$ cat src/rtl/ip_amba_ahb5_pkg.sv
// Shared AHB5 encodings, responder FSM states and byte-lane strobe helper.
package ip_amba_ahb5_pkg;

  localparam logic [1:0] HTRANS_IDLE   = 2'd0;
  localparam logic [1:0] HTRANS_BUSY   = 2'd1;
  localparam logic [1:0] HTRANS_NONSEQ = 2'd2;
  localparam logic [1:0] HTRANS_SEQ    = 2'd3;

  localparam logic [2:0] HSIZE_BYTE = 3'd0;
  localparam logic [2:0] HSIZE_HALF = 3'd1;
  localparam logic [2:0] HSIZE_WORD = 3'd2;

  localparam logic HRESP_OKAY  = 1'b0;
  localparam logic HRESP_ERROR = 1'b1;

  typedef enum logic [1:0] {
    ST_IDLE,
    ST_WAIT,
    ST_ERR1,
    ST_ERR2
  } ahb_state_e;

  function automatic logic trans_active(input logic [1:0] htrans);
    case (htrans)
      HTRANS_NONSEQ, HTRANS_SEQ: trans_active = 1'b1;
      HTRANS_IDLE, HTRANS_BUSY:  trans_active = 1'b0;
      default:                   trans_active = 1'b0;
    endcase
  endfunction

  // Little-endian lane map; only meaningful for aligned, legal sizes.
  function automatic logic [3:0] lane_strb(input logic [2:0] size, input logic [1:0] off);
    case (size)
      HSIZE_BYTE: lane_strb = 4'b0001 << off;
      HSIZE_HALF: lane_strb = off[1] ? 4'b1100 : 4'b0011;
      default:    lane_strb = 4'b1111;
    endcase
  endfunction

endpackage

$ cat src/rtl/ip_amba_ahb5_excl_monitor.sv
// One-entry exclusive-access monitor {valid, master, word index}.
module ip_amba_ahb5_excl_monitor #(
  parameter int unsigned AW = 6
) (
  input  logic          clk_i,
  input  logic          rst_i,
  input  logic          load_i,
  input  logic          wr_commit_i,
  input  logic [3:0]    master_i,
  input  logic [AW-1:0] idx_i,
  output logic          match_o
);

  logic          valid_q;
  logic [3:0]    master_q;
  logic [AW-1:0] idx_q;
  logic          hits_idx;

  assign hits_idx = valid_q && (idx_q == idx_i);
  assign match_o  = hits_idx && (master_q == master_i);

  always_ff @(posedge clk_i or posedge rst_i) begin
    if (rst_i) begin
      valid_q  <= 1'b0;
      master_q <= '0;
      idx_q    <= '0;
    end else if (load_i) begin
      valid_q  <= 1'b1;
      master_q <= master_i;
      idx_q    <= idx_i;
    end else if (wr_commit_i && hits_idx) begin
      valid_q  <= 1'b0;
    end
  end

endmodule

$ cat src/rtl/ip_amba_ahb5_wait_state_slave.sv
// AHB5 responder: word register array with programmable wait states.
// Optional exclusive-access support under IP_AMBA_AHB5_SLAVE_EXCL_EN.
module ip_amba_ahb5_wait_state_slave
  import ip_amba_ahb5_pkg::*;
#(
  parameter int unsigned DEPTH       = 64,
  parameter int unsigned WAIT_STATES = 1
) (
  input  logic        HCLK,
  input  logic        HRESET,
  input  logic        HSEL,
  input  logic [31:0] HADDR,
  input  logic [1:0]  HTRANS,
  input  logic        HWRITE,
  input  logic [2:0]  HSIZE,
  input  logic [2:0]  HBURST,
  input  logic [31:0] HWDATA,
  input  logic        HREADY,
`ifdef IP_AMBA_AHB5_SLAVE_EXCL_EN
  input  logic        HEXCL,
  input  logic [3:0]  HMASTER,
  output logic        HEXOKAY,
`endif
  output logic        HREADYOUT,
  output logic        HRESP,
  output logic [31:0] HRDATA
);

  localparam int unsigned AW = $clog2(DEPTH);

  ahb_state_e    state_q, state_d;
  logic [3:0]    cnt_q, cnt_d;
  logic [AW-1:0] idx_q, idx_d;
  logic [1:0]    off_q, off_d;
  logic [2:0]    size_q, size_d;
  logic          write_q, write_d;
  logic          active_q, active_d;
  logic [31:0]   mem_q [DEPTH];

  logic          capture, addr_err, done, commit;
  logic [3:0]    strb;
  logic          unused_hburst;

  assign unused_hburst = ^HBURST;
  assign capture = HSEL && HREADY && trans_active(HTRANS);
  assign addr_err = (HSIZE > HSIZE_WORD)
                 || ((HSIZE == HSIZE_HALF) && HADDR[0])
                 || ((HSIZE == HSIZE_WORD) && (HADDR[1:0] != 2'b00))
                 || (HADDR[31:AW+2] != '0);
  // A pending OKAY access completes in the first IDLE-state cycle after capture/WAIT.
  assign done = (state_q == ST_IDLE) && active_q;
  assign strb = lane_strb(size_q, off_q);

`ifdef IP_AMBA_AHB5_SLAVE_EXCL_EN
  logic       excl_q, excl_d;
  logic [3:0] master_q, master_d;
  logic       mon_match;

  ip_amba_ahb5_excl_monitor #(.AW(AW)) u_excl_monitor (
    .clk_i       (HCLK),
    .rst_i       (HRESET),
    .load_i      (done && !write_q && excl_q),
    .wr_commit_i (commit),
    .master_i    (master_q),
    .idx_i       (idx_q),
    .match_o     (mon_match)
  );

  assign commit  = done && write_q && (!excl_q || mon_match);
  assign HEXOKAY = done && excl_q && (!write_q || mon_match);

  always_ff @(posedge HCLK or posedge HRESET) begin
    if (HRESET) begin
      excl_q   <= 1'b0;
      master_q <= '0;
    end else begin
      excl_q   <= excl_d;
      master_q <= master_d;
    end
  end

  always_comb begin
    excl_d   = excl_q;
    master_d = master_q;
    if ((state_q == ST_IDLE || state_q == ST_ERR2) && capture) begin
      excl_d   = HEXCL;
      master_d = HMASTER;
    end
  end
`else
  assign commit = done && write_q;
`endif

  always_ff @(posedge HCLK or posedge HRESET) begin
    if (HRESET) begin
      state_q  <= ST_IDLE;
      cnt_q    <= '0;
      idx_q    <= '0;
      off_q    <= '0;
      size_q   <= '0;
      write_q  <= 1'b0;
      active_q <= 1'b0;
    end else begin
      state_q  <= state_d;
      cnt_q    <= cnt_d;
      idx_q    <= idx_d;
      off_q    <= off_d;
      size_q   <= size_d;
      write_q  <= write_d;
      active_q <= active_d;
    end
  end

  always_ff @(posedge HCLK or posedge HRESET) begin
    if (HRESET) begin
      for (int unsigned i = 0; i < DEPTH; i++) mem_q[i] <= '0;
    end else if (commit) begin
      for (int unsigned b = 0; b < 4; b++) begin
        if (strb[b]) mem_q[idx_q][8*b +: 8] <= HWDATA[8*b +: 8];
      end
    end
  end

  always_comb begin
    state_d  = state_q;
    cnt_d    = cnt_q;
    idx_d    = idx_q;
    off_d    = off_q;
    size_d   = size_q;
    write_d  = write_q;
    active_d = active_q;
    case (state_q)
      ST_WAIT: begin
        cnt_d = cnt_q - 4'd1;
        if (cnt_q == 4'd1) state_d = ST_IDLE;
      end
      ST_ERR1: state_d = ST_ERR2;
      default: begin
        // IDLE and ERR2 both drive HREADYOUT=1, so either may take a new address phase.
        if (HREADY) begin
          state_d  = ST_IDLE;
          active_d = 1'b0;
          if (capture) begin
            idx_d   = HADDR[AW+1:2];
            off_d   = HADDR[1:0];
            size_d  = HSIZE;
            write_d = HWRITE;
            if (addr_err) begin
              state_d = ST_ERR1;
            end else begin
              active_d = 1'b1;
              if (WAIT_STATES != 0) begin
                state_d = ST_WAIT;
                cnt_d   = 4'(WAIT_STATES);
              end
            end
          end
        end
      end
    endcase
  end

  always_comb begin
    HREADYOUT = 1'b1;
    HRESP     = HRESP_OKAY;
    HRDATA    = '0;
    case (state_q)
      ST_WAIT: HREADYOUT = 1'b0;
      ST_ERR1: begin
        HREADYOUT = 1'b0;
        HRESP     = HRESP_ERROR;
      end
      ST_ERR2: HRESP = HRESP_ERROR;
      default: if (active_q && !write_q) HRDATA = mem_q[idx_q];
    endcase
  end

endmodule
$ cat config.mk
export PLATFORM = sky130hd
export DESIGN_NAME = ip_amba_ahb5_wait_state_slave
export DESIGN_NICKNAME = d
export VERILOG_FILES = /design/src/rtl/ip_amba_ahb5_pkg.sv /design/src/rtl/ip_amba_ahb5_excl_monitor.sv /design/src/rtl/ip_amba_ahb5_wait_state_slave.sv
export SDC_FILE = /design/constraint.sdc
export NUM_CORES = 2
export LEC_CHECK = 0
export BUFFER_PORTS_ARGS = -buffer_cell sky130_fd_sc_hd__buf_2
export CORE_MARGIN = 4
export CORE_UTILIZATION = 55
export DETAILED_ROUTE_END_ITERATION = 8
export HOLD_SLACK_MARGIN = 0.1
export MAX_ROUTING_LAYER = met4
export PLACE_DENSITY_LB_ADDON = 0.25
export REMOVE_ABC_BUFFERS = 1
export SLEW_MARGIN = 15
export SYNTH_ARGS = -nofsm -noshare
export SYNTH_HDL_FRONTEND = slang
export SYNTH_SLANG_ARGS = --single-unit
$ cat constraint.sdc
create_clock -name HCLK -period 74.9 [get_ports HCLK]
set_input_delay 14.98 -clock HCLK [delete_from_list [all_inputs] [get_ports HCLK]]
set_output_delay 14.98 -clock HCLK [all_outputs]
set_load 0.05 [all_outputs]
== Yosys cells after proc, flatten, opt, wreduce, memory -nomap -nowiden ==
Cells that the tools add are included.
Operators by class
  $add $sub $neg: 1
  $lt $le $gt $ge: 3
  eq/ne operators: 12
  shifts and indexed selects: 1
  mux-type cells: 40
  bitwise gates (word level): 3
  reduce and logical (&&, ||, !) cells: 29
Operators by type and width (number)
  2-to-1 mux 2048 bit: 7
  bitwise mux 2048 bit: 4
  demux 32 bit (select 6 bit): 4
  binary-select mux 32 bit (select 6 bit): 1
  2-to-1 mux 32 bit: 5
  2-to-1 mux 24 bit: 1
  nonzero test 24 bit: 1
  2-to-1 mux 16 bit: 1
  2-to-1 mux 4 bit: 4
  one-hot mux 4 bit (2 select lines): 2
  equality test 2 bit (second input constant): 4
  logical AND 1 bit: 8
  2-to-1 mux 2 bit: 4
  2-to-1 mux 8 bit: 1
  OR reduction 2 bit: 4
  greater-or-equal comparator 7 bit (second input constant): 1
  less-than comparator 7 x 1 -> 1 bit (second input constant): 1
  NOT 6 -> 7 bit: 1
  equality test 3 x 1 -> 1 bit (second input constant): 2
  nonzero test 2 bit: 3
  equality test 2 x 1 -> 1 bit (second input constant): 2
  equality test 4 x 1 -> 1 bit (second input constant): 1
  logical NOT 2 bit: 2
  2-to-1 mux 1 bit: 4
  17 further kinds: 21
Storage, ports and cells
  flip-flop bits (word level): 2067
  input bits: 77
  output and inout port bits: 34
  word-level logic and storage cells: 160

== Depth between registers and ports, before layout ==
  word-level depth: 16
  mapped depth: 12
  mapped depth without buffers: 8

== Worst setup path after synthesis ==
OpenSTA, ideal clock, no wires.
  path type: flip-flop to output port
  from: register idx_q[0]
  to: output HRDATA[7]
  data arrival time: 2594 ps
  data required time: 59920 ps
  slack: 57326 ps
  stages on the path, launching flop included: 11
  buffers on the path: 5
  cell sequence: dfrtp_1 -> buf_6 -> buf_6 -> buf_6 -> buf_6 -> nor3b_2 -> buf_4 -> a22oi_1 -> a31oi_1 -> a211oi_1 -> a41oi_1
On the way
  word-level cells in the longest chain between the ends: 6
Ends and longest elaborated chain
  start, declared: line ip_amba_ahb5_wait_state_slave.sv:33  | logic [AW-1:0] idx_q, idx_d;
  start signal, assigned: line ip_amba_ahb5_wait_state_slave.sv:106  | idx_q <= idx_d;
  NOT 6 -> 7 bit (not written as such): line ip_amba_ahb5_wait_state_slave.sv:174  | default: if (active_q && !write_q) HRDATA = mem_q[idx_q];
  binary-select mux 32 bit (select 6 bit): line ip_amba_ahb5_wait_state_slave.sv:174
  2-to-1 mux 32 bit (not written as such) (2 in a row): line ip_amba_ahb5_wait_state_slave.sv:174
  2-to-1 mux 32 bit: line ip_amba_ahb5_wait_state_slave.sv:174
  2-to-1 mux 32 bit: line ip_amba_ahb5_wait_state_slave.sv:167  | case (state_q)
  end, declared: line ip_amba_ahb5_wait_state_slave.sv:26  | output logic [31:0] HRDATA
No other way between the ends. The select of a mux whose other input is x is not followed.

== Worst setup path after layout ==
  from: register idx_q[0]
  to: output HRDATA[12]
Same word-level chain as after synthesis.

==> results.sh <==
export IMPL_status="finished, final reports clean"
export IMPL_final_area_mm2=0.105
export IMPL_cp_common_cell="buf_4"
export IMPL_cts_sinks=2067
export IMPL_ys_top_cells_by_area="dfrtp_1 54%, mux2_2 26%, mux4_2 4.0%"
export IMPL_yosys_register_bits=2067
export IMPL_synth_area_mm2=0.0955
export IMPL_portBuffers=106
export IMPL_hold_violations=0
export IMPL_place_area_mm2=0.0976
export IMPL_postCtsHoldBufs=0
export IMPL_p_leak_nw=46.4
export IMPL_area_growth_pct=9.42
export IMPL_grt_pass1_vias=63249
export IMPL_period_share=0.279
export IMPL_cts_clk_slew_worst_paths_ps=60
export IMPL_route_detailed_drc=0
export IMPL_end_kind="output pin"
export IMPL_worstSetupStartpointType="flip-flop"
export IMPL_cts_htree_levels=4
export IMPL_start_util=0.555
export IMPL_combPwrFrac=0.306
export IMPL_cts_buffer_depth=3
export IMPL_wl_per_cell_um=31.9
export IMPL_first_pass_iters=6
export IMPL_rows=152
export IMPL_slowest_stage="dfrtp_4"
export IMPL_skew_ps=21.3
export IMPL_power_frac_clock=0.324
export IMPL_top_level_ports=111
export IMPL_nets=6717
export IMPL_tritoncts_num_buffers=207
export IMPL_yosysWarnings=0
export IMPL_via_count=61949
export IMPL_die_w_um=425
export IMPL_finalSetupViolCount=0
export IMPL_ant_nets=0
export IMPL_dieArea_mm2=0.180
export IMPL_crit_path_max_incr_delay_ps=900
export IMPL_critPathKind="flip-flop to output pin"
export IMPL_worstPathMaxFanout=88
export IMPL_gp_congestion=0.863
export IMPL_die_height_um=425
export IMPL_syn_mean_instance_area_um2=14.1
export IMPL_grt_usage=0.331
export IMPL_drv_slew=0
export IMPL_max_freq_mhz=47.8
export IMPL_power_w=0.00322
export IMPL_synth_area_leader_cell="dfrtp_1"
export IMPL_rsz0062_at_grt="false"
export IMPL_clkLatencyLatePin_ps=840
export IMPL_p_sw_w=0.00118
export IMPL_fin_crit_ps=20900
export IMPL_root_buffer="clkbuf_16"
export IMPL_async_flop_share=1.00
export IMPL_path_cells="buf_12 -> buf_4 -> buf_4 -> mux4_2 -> and3_1 -> a21oi_1 -> nand4_1 -> o31a_1 -> buf_2"
export IMPL_synth_edf_count=0
export IMPL_coreArea_mm2=0.172
export IMPL_seq_power_share=0.370
export IMPL_tightest_slew_ps=1290
export IMPL_drt_vias_per_instance=6.79
export IMPL_tns_ps=0
export IMPL_drive_above_1_share=0.458
export IMPL_ys_seq_area_frac=0.541
export IMPL_yosysTopAreaCellShare=0.541
export IMPL_synth_distinct_cells=69
export IMPL_post_cts_setup_buffer_count=0
export IMPL_worstPathRequired_ps=59920
export IMPL_holdCritPathClass="flip-flop to flip-flop"
export IMPL_grt_pass1_wl_mm=431
export IMPL_p_int_w=0.00204
export IMPL_final_cell_mix="2187 x mux2_2, 2064 x dfrtp_1, 256 x a221oi_1"
export IMPL_swShare=0.367
export IMPL_ir_drop_uv=53.8
export IMPL_overflow=0
export IMPL_syn_inst=6756
export IMPL_hpwl_mm=173
export IMPL_cts_resized=0
export IMPL_critical_path_top_delay_family="buffers and inverters"
export IMPL_crit_buf_inv=4
export IMPL_cts_tree="built"
export IMPL_arrival_ps=5920
export IMPL_grt_max_degree=175
export IMPL_antenna_found_initial=13
export IMPL_regToRegSetupSlack_ps=69670
export IMPL_layout_commonest_cell="mux2_2"
export IMPL_slew_headroom=0.141
export IMPL_drt_iter0_drc=6849
export IMPL_wl_mm=291
export IMPL_cap_viol_max_count=0
export IMPL_synth_ff_type="dfrtp_1"
export IMPL_cellPowerDensity_mw_per_mm2=30.8
-- per-layer routing --
metal,track usage,vias to the layer above,share of wire
met2,0.484,2878,0.45
met3,0.0759,741,0.092
met4,0.140,0,0.050
met1,0.450,33220,0.41
li1,-,25110,-
met5,-,-,0
-- worst register-to-register path, stage by stage, from the launching register on --
cell	delay [ps]
dfrtp_4	900
nor2b_4	1070
buf_4	750
nand2_4	280
buf_4	440
nor2_1	690
nand2_1	540
mux2_2	450
-- cell type report --
cell class,count,area (µm²)
Fill cell,13080,67600
Sequential cell,2067,51700
Multi-Input combinational cell,4105,41300
Clock buffer,338,6430
Tap cell,2310,2890
Timing Repair Buffer,242,1710
Clock inverter,37,387
Inverter,11,58.8
Antenna cell,11,27.5
-- kinds of logic (layout without fill, tap and decap cells) --
logic type / count (synthesis) / in the layout / synth area share
flops: 2067 / 2067 / 0.541
fa+ha+maj: 6 / 6 / 0.000786
mux: 2570 / 2570 / 0.320
buf+inv: 584 / 628 / 0.0285
other cells: 0 / 11 / 0
simple gates: 638 / 638 / 0.0399
compound gates: 891 / 891 / 0.0694
-- state kept, by name (all words and copies together), names as in the netlist --
name      cells
active_q      1
cnt_q         4
idx_q         6
mem_q      2048
off_q         2
size_q        3
state_q       2
write_q       1
-- Yosys cell counts (all sizes together) (5+ instances only) --
cell / number
nand4: 7
and3: 13
inv: 10
a211oi: 7
o22ai: 103
a222oi: 12
or2: 6
a41oi: 9
o22a: 10
nand2b: 9
mux2: 2195
o21ai: 100
clkbuf: 297
nand3: 75
a221o: 26
nor2b: 7
o221ai: 11
a31oi: 37
o2bb2ai: 13
a32oi: 6
mux2i: 207
nor2: 210
dfrtp: 2067
buf: 276
nor3b: 6
a22o: 27
a2bb2oi: 6
nand2: 194
a21oi: 83
and3b: 6
a221oi: 256
and2: 5
ha: 6
a22oi: 145
nor4: 8
nand3b: 5
mux4: 168
nor3: 81
o21a: 13
-- worst paths after layout --
check / from / end / cells past startpoint
max: idx_q[0]$_DFFE_PP0P_ / HRDATA[12] / 9
min: mem_q[62]$_DFFE_PP0P_ / mem_q[62]$_DFFE_PP0P_ / 1
max reg2reg: idx_q[2]$_DFFE_PP0P_ / mem_q[610]$_DFFE_PP0P_ / 7
min reg2reg: mem_q[62]$_DFFE_PP0P_ / mem_q[62]$_DFFE_PP0P_ / 1
max in group asynchronous: HRESET / mem_q[1922]$_DFFE_PP0P_ / 8
min in group asynchronous: HRESET / mem_q[780]$_DFFE_PP0P_ / 2
-- metrics by stage --
step / hold slack (ps) / cells / setup slack [ps] / util
finish: 478 / 9121 / 54000 / 0.607
global route: 508 / 9118 / 53810 / 0.607
CTS: 484 / 9108 / 53930 / 0.607
detailed placement: 471 / 8733 / 53900 / 0.567
global placement: 465 / 8732 / 54040 / 0.567
floorplan: 452 / 6183 / 1530 / -
-- power groups by stage --
stage	Sequential [W]	Combinational (W)	Clock [W]
floorplan	0.00127	0.000607	0
global placement	0.00121	0.000956	0
detailed placement	0.00121	0.000961	0
CTS	0.00119	0.000965	0.00105
global route	0.00120	0.00101	0.00110
finish	0.00119	0.000987	0.00104
Note: power is estimated with default switching activity, not from simulation.
